==> src/rtl/tlb_pkg.sv <==
// rtl/tlb_pkg.sv - shared TLB op encodings, sequencer states and field widths
package tlb_pkg;

  localparam int TLB_IDX_W   = 6;
  localparam int TLB_ASID_W  = 10;
  localparam int TLB_VPN_W   = 19;
  localparam int TLB_INVOP_W = 5;

  typedef enum logic [2:0] {
    TLB_OP_SRCH = 3'd0,
    TLB_OP_RD   = 3'd1,
    TLB_OP_WR   = 3'd2,
    TLB_OP_FILL = 3'd3,
    TLB_OP_INV  = 3'd4
  } tlb_op_e;

  typedef enum logic [2:0] {
    ST_IDLE  = 3'd0,
    ST_ISSUE = 3'd1,
    ST_WAIT  = 3'd2,
    ST_RESP  = 3'd3,
    ST_DRAIN = 3'd4
  } tlb_state_e;

  // Query ops return a response; all other legal ops modify the TLB and need a drain.
  function automatic logic op_is_query(input logic [2:0] t);
    return (t == TLB_OP_SRCH) || (t == TLB_OP_RD);
  endfunction

  function automatic logic op_is_legal(input logic [2:0] t);
    return t <= TLB_OP_INV;
  endfunction

endpackage

==> src/rtl/tlb_op_cnt.sv <==
// rtl/tlb_op_cnt.sv - 4-bit loadable down-counter with zero flag
// Saturates at zero so a stray decrement never wraps.
module tlb_op_cnt (
  input  logic       i_clk,
  input  logic       i_rst_n,
  input  logic       i_load,
  input  logic [3:0] i_load_val,
  input  logic       i_dec,
  output logic       o_zero
);

  logic [3:0] r_cnt;

  always_ff @(posedge i_clk or negedge i_rst_n) begin
    if (!i_rst_n) begin
      r_cnt <= 4'd0;
    end else if (i_load) begin
      r_cnt <= i_load_val;
    end else if (i_dec && (r_cnt != 4'd0)) begin
      r_cnt <= r_cnt - 4'd1;
    end
  end

  assign o_zero = (r_cnt == 4'd0);

endmodule

==> src/rtl/tlb_op_ctrl.sv <==
// rtl/tlb_op_ctrl.sv - TLB maintenance op sequencer (strobe, wait, response / drain + refetch)
// Optional TLB_OP_PERF_EN adds issued-op and INVTLB counters.
module tlb_op_ctrl
  import tlb_pkg::*;
#(
  parameter int unsigned WAIT_CYC  = 1,
  parameter int unsigned DRAIN_CYC = 2
) (
  input  logic                   i_clk,
  input  logic                   i_rst_n,
  input  logic                   i_op_vld,
  output logic                   o_op_rdy,
  input  logic [2:0]             i_op_type,
  input  logic [TLB_INVOP_W-1:0] i_inv_op,
  input  logic [TLB_ASID_W-1:0]  i_inv_asid,
  input  logic [TLB_VPN_W-1:0]   i_inv_va,
  output logic                   o_tlbsrch,
  output logic                   o_tlbrd,
  output logic                   o_tlbwr,
  output logic                   o_tlbfill,
  output logic                   o_invtlb,
  output logic [TLB_INVOP_W-1:0] o_invtlb_op,
  output logic [TLB_ASID_W-1:0]  o_invtlb_asid,
  output logic [TLB_VPN_W-1:0]   o_invtlb_va,
  input  logic                   i_srch_hit,
  input  logic [TLB_IDX_W-1:0]   i_srch_idx,
  input  logic                   i_rd_en,
  output logic                   o_resp_vld,
  input  logic                   i_resp_rdy,
  output logic                   o_resp_hit,
  output logic [TLB_IDX_W-1:0]   o_resp_idx,
  output logic                   o_resp_rd_en,
  output logic                   o_fetch_block,
  output logic                   o_refetch_req
`ifdef TLB_OP_PERF_EN
  ,
  output logic [31:0]            o_perf_ops,
  output logic [31:0]            o_perf_inv
`endif
);

  tlb_state_e              r_state;
  tlb_state_e              w_next;
  logic [2:0]              r_type;
  logic [TLB_INVOP_W-1:0]  r_inv_op;
  logic [TLB_ASID_W-1:0]   r_inv_asid;
  logic [TLB_VPN_W-1:0]    r_inv_va;
  logic                    r_resp_hit;
  logic [TLB_IDX_W-1:0]    r_resp_idx;
  logic                    r_resp_rd_en;
  logic                    w_accept;
  logic                    w_wait_zero;
  logic                    w_drain_zero;
  logic                    w_sample;

  // Gating with rst_n keeps op_rdy (and so fetch_block) low while reset is held.
  assign o_op_rdy = (r_state == ST_IDLE) && i_rst_n;
  assign w_accept = i_op_vld && o_op_rdy;
  assign w_sample = (r_state == ST_WAIT) && w_wait_zero;

  tlb_op_cnt u_wait_cnt (
    .i_clk      (i_clk),
    .i_rst_n    (i_rst_n),
    .i_load     (r_state == ST_ISSUE),
    .i_load_val (4'(WAIT_CYC - 1)),
    .i_dec      (r_state == ST_WAIT),
    .o_zero     (w_wait_zero)
  );

  tlb_op_cnt u_drain_cnt (
    .i_clk      (i_clk),
    .i_rst_n    (i_rst_n),
    .i_load     (w_sample),
    .i_load_val (4'(DRAIN_CYC - 1)),
    .i_dec      (r_state == ST_DRAIN),
    .o_zero     (w_drain_zero)
  );

  always_ff @(posedge i_clk or negedge i_rst_n) begin
    if (!i_rst_n) begin
      r_state <= ST_IDLE;
    end else begin
      r_state <= w_next;
    end
  end

  always_comb begin
    w_next = r_state;
    unique case (r_state)
      ST_IDLE:  if (w_accept) w_next = ST_ISSUE;
      ST_ISSUE: w_next = op_is_legal(r_type) ? ST_WAIT : ST_IDLE;
      ST_WAIT:  if (w_wait_zero) w_next = op_is_query(r_type) ? ST_RESP : ST_DRAIN;
      ST_RESP:  if (i_resp_rdy) w_next = ST_IDLE;
      ST_DRAIN: if (w_drain_zero) w_next = ST_IDLE;
      default:  w_next = ST_IDLE;
    endcase
  end

  always_comb begin
    o_tlbsrch     = 1'b0;
    o_tlbrd       = 1'b0;
    o_tlbwr       = 1'b0;
    o_tlbfill     = 1'b0;
    o_invtlb      = 1'b0;
    if (r_state == ST_ISSUE) begin
      case (r_type)
        TLB_OP_SRCH: o_tlbsrch = 1'b1;
        TLB_OP_RD:   o_tlbrd   = 1'b1;
        TLB_OP_WR:   o_tlbwr   = 1'b1;
        TLB_OP_FILL: o_tlbfill = 1'b1;
        TLB_OP_INV:  o_invtlb  = 1'b1;
        default:     ;
      endcase
    end
    o_resp_vld    = (r_state == ST_RESP);
    o_refetch_req = (r_state == ST_DRAIN) && w_drain_zero;
    o_fetch_block = (r_state != ST_IDLE) || w_accept;
  end

  always_ff @(posedge i_clk or negedge i_rst_n) begin
    if (!i_rst_n) begin
      r_type       <= 3'd0;
      r_inv_op     <= '0;
      r_inv_asid   <= '0;
      r_inv_va     <= '0;
      r_resp_hit   <= 1'b0;
      r_resp_idx   <= '0;
      r_resp_rd_en <= 1'b0;
    end else begin
      if (w_accept) begin
        r_type     <= i_op_type;
        r_inv_op   <= i_inv_op;
        r_inv_asid <= i_inv_asid;
        r_inv_va   <= i_inv_va;
      end
      if (w_sample && op_is_query(r_type)) begin
        r_resp_hit   <= i_srch_hit;
        r_resp_idx   <= i_srch_idx;
        r_resp_rd_en <= i_rd_en;
      end
    end
  end

  // Operands are forwarded in the accept cycle so they are valid from accept onward.
  assign o_invtlb_op   = w_accept ? i_inv_op   : r_inv_op;
  assign o_invtlb_asid = w_accept ? i_inv_asid : r_inv_asid;
  assign o_invtlb_va   = w_accept ? i_inv_va   : r_inv_va;
  assign o_resp_hit    = r_resp_hit;
  assign o_resp_idx    = r_resp_idx;
  assign o_resp_rd_en  = r_resp_rd_en;

`ifdef TLB_OP_PERF_EN
  logic [31:0] r_perf_ops;
  logic [31:0] r_perf_inv;

  always_ff @(posedge i_clk or negedge i_rst_n) begin
    if (!i_rst_n) begin
      r_perf_ops <= 32'd0;
      r_perf_inv <= 32'd0;
    end else if (r_state == ST_ISSUE) begin
      if (op_is_legal(r_type)) r_perf_ops <= r_perf_ops + 32'd1;
      if (r_type == TLB_OP_INV) r_perf_inv <= r_perf_inv + 32'd1;
    end
  end

  assign o_perf_ops = r_perf_ops;
  assign o_perf_inv = r_perf_inv;
`endif

endmodule

==> config.mk <==
export PLATFORM = sky130hd
export DESIGN_NAME = tlb_op_ctrl
export DESIGN_NICKNAME = d
export VERILOG_FILES = /design/src/rtl/tlb_pkg.sv /design/src/rtl/tlb_op_cnt.sv /design/src/rtl/tlb_op_ctrl.sv
export SDC_FILE = /design/constraint.sdc
export NUM_CORES = 1
export LEC_CHECK = 0
export CORE_MARGIN = 8
export CORE_UTILIZATION = 48
export DETAILED_ROUTE_END_ITERATION = 10
export GPL_TIMING_DRIVEN = 0
export HOLD_SLACK_MARGIN = 0.12
export PLACE_DENSITY = 0.88
export SLEW_MARGIN = 40
export SYNTH_ARGS = -nofsm -noshare
export SYNTH_HDL_FRONTEND = slang
export SYNTH_HIERARCHICAL = 1
export SYNTH_SLANG_ARGS = --single-unit
==> constraint.sdc <==
create_clock -name i_clk -period 5.15 [get_ports i_clk]
set_input_delay 1.03 -clock i_clk [delete_from_list [all_inputs] [get_ports i_clk]]
set_output_delay 1.03 -clock i_clk [all_outputs]
set_load 0.005 [all_outputs]
# ---- After elaboration in Yosys (flattened, before gate mapping)
# Cells that the tools add are included.
dict set report op_classes {
  muxes 24
  n_lt_le_gt_ge 1
  reduce_logical 19
  eq_ne 12
  add_sub_neg 2
}
# cell count
set op_table {}
lappend op_table {{$mux 19} 1}
lappend op_table {{$mux 4} 4}
lappend op_table {{$mux 3} 5}
lappend op_table {{$pmux 3 s5} 1}
lappend op_table {{$eq 3x2->1 const B} 4}
lappend op_table {{$mux 1} 10}
lappend op_table {{$mux 10} 1}
lappend op_table {{$logic_not 4->1} 2}
lappend op_table {{$reduce_bool 4->1} 2}
lappend op_table {{$sub 4x1->4 const B} 2}
lappend op_table {{$logic_and 1x1->1} 7}
lappend op_table {{$eq 3x1->1 const B} 2}
lappend op_table {{$eq 3x3->1 const B} 2}
lappend op_table {{$logic_not 3->1} 2}
lappend op_table {{$ne 2x2->1 const B} 3}
lappend op_table {{$mux 5} 1}
lappend op_table {{$reduce_and 4->1} 1}
lappend op_table {{$reduce_bool 2->1} 2}
lappend op_table {{$le 3x3->1 const B} 1}
lappend op_table {{$reduce_bool 3->1} 1}
lappend op_table {{$logic_or 1x1->1} 2}
lappend op_table {{$mux 2} 1}
lappend op_table {{$ne 2x1->1 const B} 1}
dict set report totals {
  word_cells 68
  reg_bits 56
  in_bits 49
}

# ---- Logic depth before layout (Yosys ltp)
dict set report logic_depth {
  ltp_word 5
  depth_mapped 8
  mapped_depth_nobuf 7
}

# ---- By module
# Netlist, hierarchy kept.
# module cells_per_inst instances area_each_um2
set by_module_without_submodules {}
lappend by_module_without_submodules {tlb_op_ctrl 139 1 2147.1}
lappend by_module_without_submodules {tlb_op_cnt 27 2 270.3}

# ---- Worst setup path before layout
# OpenSTA, ideal clock, no wires.
dict set report synth_timing {
  path_type {input port to output port}
  start {input port i_rst_n}
  end {output port o_invtlb_asid[0]}
  cell_stages 4
  path_buffers 2
  path_slack_ns 2.335
  t_arrival_ns 1.785
  t_required_ns 4.120
  cell_sequence {and3_1 -> buf_6 -> buf_12 -> mux2_4}
}
dict set report synth_via {
  elab_chain_len 3
}
# element line_no
set synth_rtl {}
lappend synth_rtl {{from (decl)} tlb_op_ctrl.sv:10} ;# input logic i_rst_n,
lappend synth_rtl {{$logic_and 1x1->1} tlb_op_ctrl.sv:57} ;# assign o_op_rdy = (r_state == ST_IDLE) && i_rst_n;
lappend synth_rtl {{$logic_and 1x1->1} tlb_op_ctrl.sv:58} ;# assign w_accept = i_op_vld && o_op_rdy;
lappend synth_rtl {{$mux 10} tlb_op_ctrl.sv:146} ;# assign o_invtlb_asid = w_accept ? i_inv_asid : r_inv_asid;
lappend synth_rtl {{to (decl)} tlb_op_ctrl.sv:23} ;# output logic [TLB_ASID_W-1:0] o_invtlb_asid,
# No other way between the ends.

# ---- Worst setup path in the final report
dict set report layout_timing {
  start {input port i_rst_n}
  end {output port o_invtlb_asid[8]}
}
# The elaborated chain is that of the path after synthesis.

==> results <==
- Yosys printed 6 warnings.
- The portion of total power attributed to sequential cells is 0.352.
- On the final layout, the worst hold slack is 0.498 ns.
- The depth of the most critical reg-to-reg path is 8.
- Setup repair after global routing left no endpoint under its margin.
- The average via count per standard cell is 5.01.
- The initial antenna violation count is 0.
- The largest delay contributor family on the critical path is buffers and inverters.
- The internal power of the cells totals 1510 uW.
- The total area inside the core boundary comes to 5470 sq um.
- Across all setup checks in the final design, the least slack found is 1.20 ns.
- The via count of the first global-routing pass came to 2009.
- The H-tree was split into 2 levels.
- sky130_fd_sc_hd__dfrtp_1 takes more of the synthesized area than any other cell.
- In the global route stage, overall resource usage came out at 0.156.
- After synthesis the netlist holds a flip-flop and latch count of 56.
- The final period utilization is 0.766.
- The vias after detailed routing is 1892.
- For flop-to-flop paths, the worst setup slack is 3.02 ns.
- The TritonCTS clock tree is built.
- The critical path in this run is classified as primary input to output pin.
- After layout, the minimum clock period comes to 3.95 ns.
- For this run, asynchronously set or reset flops after synthesis account for 1.00.
- The slowest stage of the critical path belongs to the cell sky130_fd_sc_hd__clkdlybuf4s50_1.
- The power share of the combinational group is 0.544.
- The main flop type after synthesis is sky130_fd_sc_hd__dfrtp_1.
- For this design the total switching power over the nets is 652 uW.
- The layout cell share with drive strength beyond 1 is 0.239.
- The growth of design area from synthesis to finish is 44.6%.
- The tree built by TritonCTS fans out to 56 sinks.
- The critical path required time is 4.12 ns.
- After detailed routing, the number of remaining DRC violations is 0.
- After global routing the overflow that remains totals 0.
- The leakage dissipation is 0.00165 uW.
- The post-CTS setup buffer count is 0.
- The leading cell type in the layout, fill and taps excluded is sky130_fd_sc_hd__clkdlybuf4s50_1.
- Across the VDD grid, the largest voltage drop is 0.293 mV.
- The remaining antenna violation count is 0.
- In this run the tool buffered the top-level ports with 99 buffer cells.
- The area of the die is 8250 sq um.
- The initial core utilization is 0.491.
- The total of cells resized after clock tree synthesis is 0.
- The part of the power in the clock network is 0.104.
- The source of the worst register-to-register timing path is u_wait_cnt/r_cnt[0].
- Static timing analysis puts the maximum clock frequency at 0.253 GHz.
- The cell area power density is 556 nW/um^2.
- The number of different library cells used by synthesis comes to 39.
- The number of enable-type register cells in the synthesized netlist is 0.
- The final count of pins violating max slew is 0.
- The number of top-level pins is 100.
- Leaving out fill and tap cells, the most frequent cells in the layout are sky130_fd_sc_hd__clkdlybuf4s50_1, sky130_fd_sc_hd__dfrtp_1, sky130_fd_sc_hd__mux2_4.
- The register clock-pin slew on the reported worst setup and hold paths is 0.09 ns.
- The critical hold path startpoint is r_inv_va[6].
- The buffer levels on the longest clock path is 2.
- Of the total power, the share spent switching nets is 0.301.
- The hold-critical path depth is 1.
- The x dimension of the die is 90.8 microns.
- The peak-usage layer in the global routing report is met2.
- The endpoint type of the worst setup path is an output pin.
- Counting stages on the worst path, the most repeated cell is sky130_fd_sc_hd__buf_12.
- After floorplanning, the core was divided into 27 placement rows.
- The total clock buffers created by CTS is 5.
- After detailed routing, the average wire length per cell comes to 16.7 microns.
- On the final layout, the worst clock skew is 0.00389 ns.
- The first-pass iteration count of the detailed router is 4.
- The post-place setup slack is 1.17 ns.
- Once detailed placement completed, the half-perimeter wirelength came to 4.89 mm.
- The met3 track demand over resource is 0.0490.
- For this run, global-route usage on met1 was measured as 0.177.
- The latest clock arrival within the worst-skew pair is 0.31 ns.
- 0 antenna diodes ended up in the layout.
- The endpoint identified for the worst register-to-register timing path is u_drain_cnt/r_cnt[3].
- The global-route wire length before repair is 10.3 mm.
- The endpoint with the worst hold slack is r_inv_va[6].
- In this run the mean area of a mapped cell was 13.9 sq um.
- The count of hold buffers inserted by post-cts repair is 0.
- The final weighted congestion in routability-driven placement is 0.720.
- The run finished with clean final reports.
- Of the synthesized area, sequential elements account for 0.521.
- Across the run, the number of max-cap violations was 0.
- By area the synthesized netlist is led by sky130_fd_sc_hd__dfrtp_1, sky130_fd_sc_hd__mux2_4, sky130_fd_sc_hd__mux2_2, sky130_fd_sc_hd__buf_12, sky130_fd_sc_hd__buf_6.
- The biggest fanout along the worst timing path is 38.
- Summing every instance area after synthesis gives 2690 sq um.
- Counting both buffers and inverters, the worst setup path holds a total of 5.
- The met2 demand-to-capacity share in global routing is 0.267.
- The cell sitting at the root of the clock tree is a sky130_fd_sc_hd__clkbuf_8.
- The number of DRC markers in iteration 0 is 71.
- In this run the vertical extent of the chip is 90.8 microns.
- The share of synthesized area in the top cell type comes to 0.521.
- The signal on the critical path passes through buf_4, buf_12, and3_1, buf_6, buf_12, mux2_4, clkdlybuf4s50_1.
- Synthesis produced a netlist whose cell count is 193.
- STA classifies the critical path startpoint as a primary input.
- The final layout contains routed wiring with a total length of 6.33 mm.
- Setup violations remaining at the end of the flow were counted as 0.
- The largest single stage delay on the critical path is 0.46 ns.
- The net count of the finished layout is 357.
- The number of hold violations in the final report is 0.
- The min-delay analysis places its worst path in the category flop to flop.
- Data on the critical path arrives at its endpoint at 2.92 ns.
- Entering global routing, the biggest net connects 39 pins.
==> cells by family after synthesis <==
kind of cell | Yosys count | share of synthesized area
compound gates | 20 | 0.0526
fa+ha+maj | 2 | 0.00931
buf+inv | 16 | 0.0521
flops | 56 | 0.521
mux | 45 | 0.230
other cells | 2 | 0.00279
simple gates | 52 | 0.131
==> power by group through the flow <==
stage	Combinational, uW	Clock [uW]	Sequential [uW]
final	1180	226	760
after global routing	1280	249	783
after CTS	1190	236	761
after detailed placement	1190	0	770
after global placement	1150	0	754
after floorplan	637	0	747
==> final cells by class <==
type                            instances  area [sq um]
Clock inverter                          1          5.00
Timing Repair Buffer                  100          1010
Inverter                                6          22.5
Fill cell                             386          1590
Multi-Input combinational cell        127          1170
Clock buffer                            6          72.6
Sequential cell                        56          1400
Buffer                                 10           118
Tap cell                               72          90.1
==> metrics by stage <==
step                power [uW]  cells  cell area (sq um)  TNS [ns]  utilization
floorplan                 1380    199               2710         0            -
global placement          1900    370               3790    -27.14        0.693
detailed placement        1960    371               3810         0        0.696
CTS                       2190    378               3890         0        0.710
global route              2310    378               3890         0        0.710
finish                    2160    378               3890         0        0.710
==> state kept, by name, indices dropped and copies added, names as in the netlist <==
name               cells
r_inv_asid            10
r_type                 3
o_resp_rd_en           1
o_resp_hit             1
r_state                3
o_resp_idx             6
r_inv_va              19
r_inv_op               5
u_wait_cnt/r_cnt       4
u_drain_cnt/r_cnt      4
==> worst max path at each step <==
stage | start | end | slack, ns | depth (start not counted)
2_1_floorplan | i_rst_n | o_invtlb_asid[0] | 2.34 | 4
3_3_place_gp | i_rst_n | o_invtlb_asid[1] | -0.81 | 6
3_5_place_dp | i_rst_n | o_invtlb_asid[8] | 1.17 | 7
4_1_cts | i_rst_n | o_invtlb_asid[8] | 1.16 | 7
5_1_grt | i_rst_n | o_invtlb_va[4] | 1.05 | 7
6_report | i_rst_n | o_invtlb_asid[8] | 1.20 | 7
==> per-layer routing <==
layer  share of wire  routed length, microns  vias to the layer above
li1                -                       -                      898
met2            0.50                    3160                       70
met5               0                       0                        -
met4           0.014                      88                        0
met1            0.42                    2670                      916
met3           0.064                     406                        8
==> cell usage after synthesis, types with 3 or more instances <==
cell type and count:
sky130_fd_sc_hd__buf_12 3, sky130_fd_sc_hd__o21ai_0 6, sky130_fd_sc_hd__nor3_1 6, sky130_fd_sc_hd__inv_1 6, sky130_fd_sc_hd__buf_6 4, sky130_fd_sc_hd__mux2_4 30
sky130_fd_sc_hd__a21oi_1 4, sky130_fd_sc_hd__nand2_1 11, sky130_fd_sc_hd__dfrtp_1 56, sky130_fd_sc_hd__mux2_2 15, sky130_fd_sc_hd__nor3b_1 6
No activity file was read; power rests on OpenSTA's default activity.
